### src/rtl/uart_pkg.sv
// Shared types and constants for the UART receive path.
package uart_pkg;

  typedef enum logic [2:0] {
    IDLE   = 3'd0,
    START  = 3'd1,
    DATA   = 3'd2,
    PARITY = 3'd3,
    STOP   = 3'd4
  } rx_state_t;

  localparam int PARITY_NONE = 0;
  localparam int PARITY_EVEN = 1;
  localparam int PARITY_ODD  = 2;

  // data_xor is the XOR of all data bits; returns 1 when the received parity disagrees.
  function automatic logic parity_bad(int mode, logic data_xor, logic par);
    case (mode)
      PARITY_EVEN: return data_xor ^ par;
      PARITY_ODD:  return ~(data_xor ^ par);
      default:     return 1'b0;
    endcase
  endfunction

endpackage

### src/rtl/uart_rx_sync.sv
// Two-flop synchronizer for the serial line; resets to the idle level (1).
// Latency 2 cycles, no backpressure.
module uart_rx_sync (
  input  logic clk,
  input  logic rst,
  input  logic din,
  output logic dout
);

  logic meta;

  always_ff @(posedge clk or negedge rst) begin
    if (!rst) begin
      meta <= 1'b1;
      dout <= 1'b1;
    end else begin
      meta <= din;
      dout <= meta;
    end
  end

endmodule

### src/rtl/uart_rx_core.sv
// UART receiver: start/data/parity/stop framing into a one-word output register with overrun flag.
// Word valid one cycle after the final stop sample; held until out_ready; UART_RX_SYNC_EN adds a 2-flop input synchronizer.
module uart_rx_core
  import uart_pkg::*;
#(
  parameter int CLKS_PER_BIT = 434,
  parameter int DATA_BITS    = 8,
  parameter int PARITY_MODE  = 0,
  parameter int STOP_BITS    = 1
) (
  input  logic                 clk,
  input  logic                 rst,
  input  logic                 rx,
  output logic [DATA_BITS-1:0] out_data,
  output logic                 out_valid,
  input  logic                 out_ready,
  output logic                 frame_err,
  output logic                 parity_err,
  output logic                 overrun,
  output logic                 busy
);

  localparam int CW = $clog2(CLKS_PER_BIT);
  localparam int IW = $clog2(DATA_BITS);
  localparam logic [CW-1:0] BIT_LAST  = CW'(CLKS_PER_BIT - 1);
  localparam logic [CW-1:0] HALF_LAST = CW'(CLKS_PER_BIT / 2 - 1);
  localparam logic [IW-1:0] IDX_LAST  = IW'(DATA_BITS - 1);
  localparam logic          STOP_LAST = 1'(STOP_BITS - 1);

  logic rx_s;

`ifdef UART_RX_SYNC_EN
  uart_rx_sync u_sync (
    .clk  (clk),
    .rst  (rst),
    .din  (rx),
    .dout (rx_s)
  );
`else
  assign rx_s = rx;
`endif

  rx_state_t state, state_nxt;
  logic [CW-1:0]        cnt;
  logic [IW-1:0]        idx;
  logic                 stop_idx;
  logic [DATA_BITS-1:0] shreg;
  logic                 par_bit;
  logic                 ferr_acc;
  logic                 done;
  logic                 tick, mid_tick, load;

  always_comb begin
    state_nxt = state;
    tick      = (cnt == BIT_LAST);
    mid_tick  = (cnt == HALF_LAST);
    load      = 1'b0;
    case (state)
      IDLE:   if (!rx_s) state_nxt = START;
      START:  if (mid_tick) state_nxt = rx_s ? IDLE : DATA;
      DATA:   if (tick && idx == IDX_LAST)
                state_nxt = (PARITY_MODE == PARITY_NONE) ? STOP : PARITY;
      PARITY: if (tick) state_nxt = STOP;
      STOP:   if (done) begin
                load      = 1'b1;
                state_nxt = IDLE;
              end
      default: state_nxt = IDLE;
    endcase
  end

  always_ff @(posedge clk or negedge rst) begin
    if (!rst) state <= IDLE;
    else      state <= state_nxt;
  end

  // Bit timing and frame assembly.
  always_ff @(posedge clk or negedge rst) begin
    if (!rst) begin
      cnt      <= '0;
      idx      <= '0;
      stop_idx <= 1'b0;
      shreg    <= '0;
      par_bit  <= 1'b0;
      ferr_acc <= 1'b0;
      done     <= 1'b0;
    end else begin
      done <= 1'b0;
      case (state)
        IDLE: begin
          cnt      <= '0;
          idx      <= '0;
          stop_idx <= 1'b0;
          ferr_acc <= 1'b0;
        end
        START: cnt <= mid_tick ? '0 : cnt + CW'(1);
        DATA: begin
          if (tick) begin
            cnt   <= '0;
            shreg <= {rx_s, shreg[DATA_BITS-1:1]};
            idx   <= (idx == IDX_LAST) ? '0 : idx + IW'(1);
          end else begin
            cnt <= cnt + CW'(1);
          end
        end
        PARITY: begin
          if (tick) begin
            cnt     <= '0;
            par_bit <= rx_s;
          end else begin
            cnt <= cnt + CW'(1);
          end
        end
        STOP: begin
          if (done) begin
            cnt <= '0;
          end else if (tick) begin
            cnt      <= '0;
            ferr_acc <= ferr_acc | ~rx_s;
            stop_idx <= stop_idx + 1'b1;
            done     <= (stop_idx == STOP_LAST);
          end else begin
            cnt <= cnt + CW'(1);
          end
        end
        default: cnt <= '0;
      endcase
    end
  end

  logic handshake;
  assign handshake = out_valid & out_ready;

  // A word landing while the previous one is still unconsumed overwrites it and sets overrun.
  always_ff @(posedge clk or negedge rst) begin
    if (!rst) begin
      out_data   <= '0;
      out_valid  <= 1'b0;
      frame_err  <= 1'b0;
      parity_err <= 1'b0;
      overrun    <= 1'b0;
    end else if (load) begin
      out_data   <= shreg;
      out_valid  <= 1'b1;
      frame_err  <= ferr_acc;
      parity_err <= parity_bad(PARITY_MODE, ^shreg, par_bit);
      overrun    <= handshake ? 1'b0 : (out_valid | overrun);
    end else if (handshake) begin
      out_valid <= 1'b0;
      overrun   <= 1'b0;
    end
  end

  assign busy = (state != IDLE);

endmodule

### config.mk
export PLATFORM = sky130hd
export DESIGN_NAME = uart_rx_core
export DESIGN_NICKNAME = d
export VERILOG_FILES = /design/src/rtl/uart_pkg.sv /design/src/rtl/uart_rx_sync.sv /design/src/rtl/uart_rx_core.sv
export SDC_FILE = /design/constraint.sdc
export NUM_CORES = 1
export LEC_CHECK = 0
export CORE_MARGIN = 4
export CORE_UTILIZATION = 50
export DETAILED_ROUTE_END_ITERATION = 12
export GPL_ROUTABILITY_DRIVEN = 0
export HOLD_SLACK_MARGIN = 0.03
export PLACE_DENSITY = 0.74
export SYNTH_ARGS = -nofsm -noshare
export SYNTH_HDL_FRONTEND = slang
export SYNTH_SLANG_ARGS = --single-unit
### constraint.sdc
create_clock -name clk -period 3.45 [get_ports clk]
set_input_delay 0.69 -clock clk [delete_from_list [all_inputs] [get_ports clk]]
set_output_delay 0.69 -clock clk [all_outputs]
set_load 0.01 [all_outputs]
==> flow_summary.yaml, run 1 <==
run_status:
  outcome: "finished, final reports clean"
clock_tree:
  cts_tree: "done"
  numCtsBuffers: 5
  clk_path_buf_depth: 2
  numClockSinks: 37
  htree_levels: 2
  clk_pin_slew_ns: 0.10
  root_buffer: "clkbuf_4"
  cts_hold_buf: 0
  ctsResizeCount: 0
  cts_setup_buffers: 0
  insertion_delay_ns: 0.34
drt:
  detail_route.wl_per_cell_microns: 14.7
  drc: 0
  wl_microns: 3030
  vias_per_cell: 5.40
  dr.first_iter.drc_count: 67
  dr.pass1.iters: 4
  routed.top_layer: "met4"
  antenna_left: 0
  vias: 1112
  wl_met1_microns: 1270
  met3_length_microns: 110
  wl_met2_microns: 1590
cells_and_area:
  drive_above_1_share_pct: 17.3
  final_cells: 206
  syn2layout_area_growth_pct: 16.3
  antenna_cells: 0
  final_cell_area_sq_mm: 0.00195
  nets: 170
sta:
  rsz0062_at_grt: "false"
  relSlewSlack_pct: 65.2
  post-route-period-util_pct: 70.8
  slew_violations: 0
  period_needed_ns: 2.44
  fin_setup_tns_ns: 0
  worstMarginPinSlew_ns: 0.521
  finalSetupViolCount: 0
  hold_viol_final: 0
  whs_ns: 0.500
  skew_ns: 0.00530
  fmax_mhz: 409
die:
  die_w_microns: 66.0
  initial_utilization_pct: 53.7
  dieArea_sq_mm: 0.00435
  core-area_sq_mm: 0.00313
  num_rows: 20
  io_pins: 17
  dieHeight_microns: 66.0
power:
  power_mw: 1.02
  power.density_mw_per_mm2: 523
  peakVddDrop_mv: 0.288
  p_leak_nw: 0.928
critical_path:
  r2r_end: "cnt[3]"
  crit_arrival_ns: 1.75
  reg2reg_setup_slack_ns: 1.37
  worstSetupPathType: "reg -> out"
  r2r_start: "cnt[0]"
  critPathMaxFanout: 12
  critPathLaunchType: "register"
  r2r_cells: 6
  cp-end-kind: "primary output"
  cp.required_ns: 2.76
yosys:
  synth_nets: 152
  async_flop_share_pct: 100
  yosysTopAreaCell: "dfrtp_1"
  synthDistinctLibCells: 33
  synthFlopType: "dfrtp_1"
  ys_warn_count: 0
  synth_top_area_share_pct: 55.1
  synth_edf_count: 0
  ys_ff_latch: 37
  synth_area_leaders: "dfrtp_1 55%, mux2_2 12%, ha_1 3.7%"
  ys_seq_area_share_pct: 55.1
  syn_avg_cell_area_sq_um: 11.8
  synth_cells: 143
  synth_area_sq_mm: 0.00168
global_route:
  grt_pass1_wl_microns: 5420
  grt_max_degree: 38
  grt_pass1_vias: 1194
  gr-total-overflow: 0
  antenna_found_initial: 0
  grtUsageTotal_pct: 16.6
placement:
  portBuffers: 15
  dp.cells: 198
  post_dp_cell_area_sq_mm: 0.00187
  hpwl_microns: 2200
hold_path:
  hold_depth: 1
  hp-start: "stop_idx"
  min_to: "done"
  hp-class: "reg -> reg"
job:
  maxCapViolCount: 0
## worst max path at each step
stage          slack, ns      to  cells past startpoint  startpoint
2_1_floorplan       1.57  cnt[2]                      6      cnt[0]
3_5_place_dp        1.38  cnt[3]                      6      cnt[0]
5_1_grt             0.90    busy                      3    state[2]
4_1_cts             0.98    busy                      3    state[2]
3_3_place_gp        1.39    busy                      3    state[2]
6_report            1.01    busy                      3    state[2]
## critical path, cell delays in order (launching register included)
cell	delay [ns]
dfrtp_1	0.51
nor3_1	0.35
inv_1	0.07
clkdlybuf4s50_1	0.48
## registers in the layout (all words and copies together) (netlist names)
| name | count |
|---|---|
| stop_idx | 1 |
| out_valid | 1 |
| done | 1 |
| idx | 3 |
| shreg | 8 |
| out_data | 8 |
| cnt | 9 |
| ferr_acc | 1 |
| overrun | 1 |
| frame_err | 1 |
| state | 3 |
## metrics by stage
step                      utilization (%)  setup slack, ns
after floorplan                         -             1.57
after global placement               59.8             1.39
after detailed placement             59.8             1.38
after CTS                            62.5            0.984
after global routing                 62.5            0.898
final                                62.5             1.01
## cell type report
type                            instances  area (sq um)
Sequential cell                        37           926
Clock buffer                            7          55.1
Inverter                                7          26.3
Tap cell                               44          55.1
Timing Repair Buffer                   16           158
Fill cell                             258          1170
Multi-Input combinational cell         94           704
Clock inverter                          1          30.0
## synth_stat cells (2+ instances only)
master and number:
a21oi_1 6, and3_1 2, clkbuf_1 3, dfrtp_1 37
ha_1 5, inv_1 7, mux2_2 18, mux2i_1 3
nand2_1 6, nand3_1 3, nor2_1 15, nor3_1 5
o21ai_0 7, or4b_1 2, xnor2_1 5, xor2_1 2
## power breakdown
group | internal [mW] | switching (mW)
clock network | 0.173 | 0.137
registers | 0.468 | 0.0565
logic | 0.0845 | 0.104
total | 0.725 | 0.298
## cell families after synthesis
kind of cell	after synthesis	synth area share, %
simple gates	40	12.4
flops	37	55.1
mux	21	13.8
compound gates	20	8.12
buf+inv	12	2.98
xor+xnor	7	3.65
fa+ha+maj	5	3.72
other cells	1	0.223
## layer usage
layer | vias to the layer above | track usage (%)
met1 | 554 | 19.1
met2 | 19 | 28.8
met5 | - | 0
met3 | 6 | 5.27
li1 | 533 | -
met4 | 0 | 6.09
## cells in the final DEF (no fill, tap or decap), drive strengths merged, types with 3 or more instances in the layout
cell type,synthesis,routed
a21oi,6,6
ha,5,5
nor3,5,5
o21ai,7,7
mux2,18,18
inv,7,7
mux2i,3,3
clkdlybuf4s50,0,15
clkbuf,3,7
nor2,15,15
dfrtp,37,37
xnor2,5,5
nand3,3,3
nand2,6,6
No activity file was read; power rests on OpenSTA's default activity.
==> run 2: changes to the inputs <==
--- a/config.mk
+++ b/config.mk
@@ -10,7 +10,7 @@
 export DETAILED_ROUTE_END_ITERATION = 12
 export GPL_ROUTABILITY_DRIVEN = 0
 export HOLD_SLACK_MARGIN = 0.03
-export PLACE_DENSITY = 0.74
+export PLACE_DENSITY = 0.77
 export SYNTH_ARGS = -nofsm -noshare
 export SYNTH_HDL_FRONTEND = slang
 export SYNTH_SLANG_ARGS = --single-unit
==> constraint.sdc (replaced) <==
create_clock -name clk -period 2.02 [get_ports clk]
set_input_delay 0.404 -clock clk [delete_from_list [all_inputs] [get_ports clk]]
set_output_delay 0.404 -clock clk [all_outputs]
set_load 0.01 [all_outputs]
==> run 2 against run 1 <==
  * Sequential cell count is the same
  * Non-clock buffer count is 10 higher
  * Clock-buffer cell count shrank 2
  * Sequential power increased by 67%
  * Critical path type is now reg -> reg
==> flow_summary.yaml, run 2 (synthesized netlist as in run 1, its figures left out) <==
run_status:
  outcome: "finished, final reports clean"
sta:
  hold_viol_final: 0
  whs_ns: 0.466
  post-route-period-util_pct: 98.1
  fmax_mhz: 505
  worstMarginPinSlew_ns: 0.502
  relSlewSlack_pct: 66.5
  slew_violations: 0
  finalSetupViolCount: 0
  skew_ns: 0.0137
  period_needed_ns: 1.98
  timing.final.ws_setup_ns: 0.0391
  rsz0062_at_grt: "true"
power:
  p_sw_mw: 0.577
  p_sw_share_pct: 30.4
  peakVddDrop_mv: 0.678
  power.density_mw_per_mm2: 917
  p_leak_nw: 0.988
  pwr-share-comb_pct: 26.5
  power_frac_seq_pct: 46.3
  power_frac_clock_pct: 27.2
  power.internal_mw: 1.32
critical_path:
  crit_buf_inv: 2
  r2r_start: "cnt[1]"
  r2r_end: "cnt[5]"
  cpMaxStageDelayCell: "or4b_4"
  cp.required_ns: 2.25
  reg2reg_setup_slack_ns: 0.04
  crit_arrival_ns: 2.21
  crit_chain: "inv_2, ha_1, or4b_4, o311a_4, a211oi_4, buf_6, nor2_1"
  r2r_cells: 7
  critPathLaunchType: "register"
  cp_slowest_stage_delay_ns: 0.45
  cp-end-kind: "register"
  critPathMaxFanout: 5
  worstSetupPathType: "reg -> reg"
  cp_top_family: "compound AO/OA/AOI/OAI gates"
cells_and_area:
  nFillCells: 239
  final_cell_mix: "35 x dfrtp_1, 18 x mux2_2, 15 x nor2_1, 14 x clkdlybuf4s50_1, 9 x buf_4"
  top_register: "cnt"
  top_regs: "cnt x9, out_data x8, shreg x8"
  final_cells: 216
  seqCellArea_sq_um: 928
  drive_above_1_share_pct: 26.2
  syn2layout_area_growth_pct: 23.0
  layout_commonest_cell: "dfrtp_1"
  largest_reg_flops: 9
  antenna_cells: 0
  multi_input_area_sq_um: 731
  nets: 180
  final_cell_area_sq_mm: 0.00207
placement:
  portBuffers: 15
  pre_cts_ws_ns: -0.0136
  hpwl_microns: 2100
  post_dp_cell_area_sq_mm: 0.00190
  dp.cells: 202
die:
  initial_utilization_pct: 53.7
  dieHeight_microns: 66.0
  die_w_microns: 66.0
  core-area_sq_mm: 0.00313
  dieArea_sq_mm: 0.00435
  io_pins: 17
  num_rows: 20
drt:
  detail_route.wl_per_cell_microns: 14.6
  antenna_left: 0
  vias_per_cell: 5.43
  dr.pass1.iters: 4
  wl_microns: 3160
  drc: 0
  dr.first_iter.drc_count: 54
  vias: 1172
clock_tree:
  numCtsBuffers: 5
  insertion_delay_ns: 0.34
  numClockSinks: 37
  htree_levels: 2
  clk_pin_slew_ns: 0.12
  clk_path_buf_depth: 2
  root_buffer: "clkbuf_4"
  cts_tree: "done"
job:
  maxCapViolCount: 0
hold_path:
  hp-class: "in -> async"
global_route:
  grt_max_degree: 38
  grt_pass1_vias: 1195
  grt_pass1_wl_microns: 5340
  antenna_found_initial: 0
  grtUsageTotal_pct: 16.2
  gr-total-overflow: 0
-- run 2: cell count changes in the layout (fill, tap and decap cells not counted), moves of 2 or more --
| cell | delta |
|---|---|
| buf_4 | +8 |
| buf_6 | +2 |
| dfrtp_1 | -2 |
| dfrtp_2 | +2 |
-- run 2: timing repair --
item	CTS	global route
endpoints found under the hold margin	0	0
buffers inserted	0	5
pin swaps	1	2
gates cloned	0	1
endpoints found under the setup margin	10	10
hold buffers	0	0
gates resized for setup	1	9
-- run 2: stage by stage --
stage                     total power, mW  setup TNS (ns)  utilization, %
after floorplan                      1.13               0               -
after global placement               1.22               0            60.7
after detailed placement             1.24         -0.0341            60.7
after CTS                            1.77         -0.0466            63.6
after global routing                 2.01          -0.192            66.1
final                                1.89               0            66.1
-- run 2: worst register-to-register path, cell delays in order (launching register included) --
cell and delay, ns:
dfrtp_1 0.42, inv_2 0.07, ha_1 0.13, or4b_4 0.45
o311a_4 0.33, a211oi_4 0.27, buf_6 0.16, nor2_1 0.05
-- run 2: final cells by class --
type / instances / area share (%)
Inverter: 7 / 1.27
Timing Repair Buffer: 26 / 11.7
Sequential cell: 37 / 44.9
Clock buffer: 5 / 1.82
Tap cell: 44 / 2.66
Multi-Input combinational cell: 94 / 35.4
Clock inverter: 3 / 2.24
-- run 2: power by group through the flow --
stage               sequential (mW)  combinational [mW]  clock [mW]
floorplan                     0.856               0.271           0
global placement              0.893               0.329           0
detailed placement            0.894               0.349           0
CTS                           0.885               0.356       0.531
global route                  0.886               0.561       0.567
finish                        0.876               0.503       0.515
-- run 2: worst max-delay path by stage --
stage	from	end	slack (ns)	cells past startpoint
global placement	cnt[1]	cnt[6]	0.06	6
floorplan	cnt[0]	cnt[2]	0.14	6
finish	cnt[1]	cnt[5]	0.04	7
global route	cnt[1]	cnt[3]	-0.04	7
detailed placement	cnt[1]	cnt[5]	-0.01	6
CTS	state[1]	busy	-0.05	3
-- run 2: layer usage --
metal | part of all wire, % | global-route usage, % | vias up
li1 | - | - | 556
met1 | 43 | 18.6 | 592
met2 | 52 | 28.3 | 19
met3 | 3.7 | 5.95 | 5
met4 | 1.4 | 4.57 | 0
met5 | 0 | 0 | -
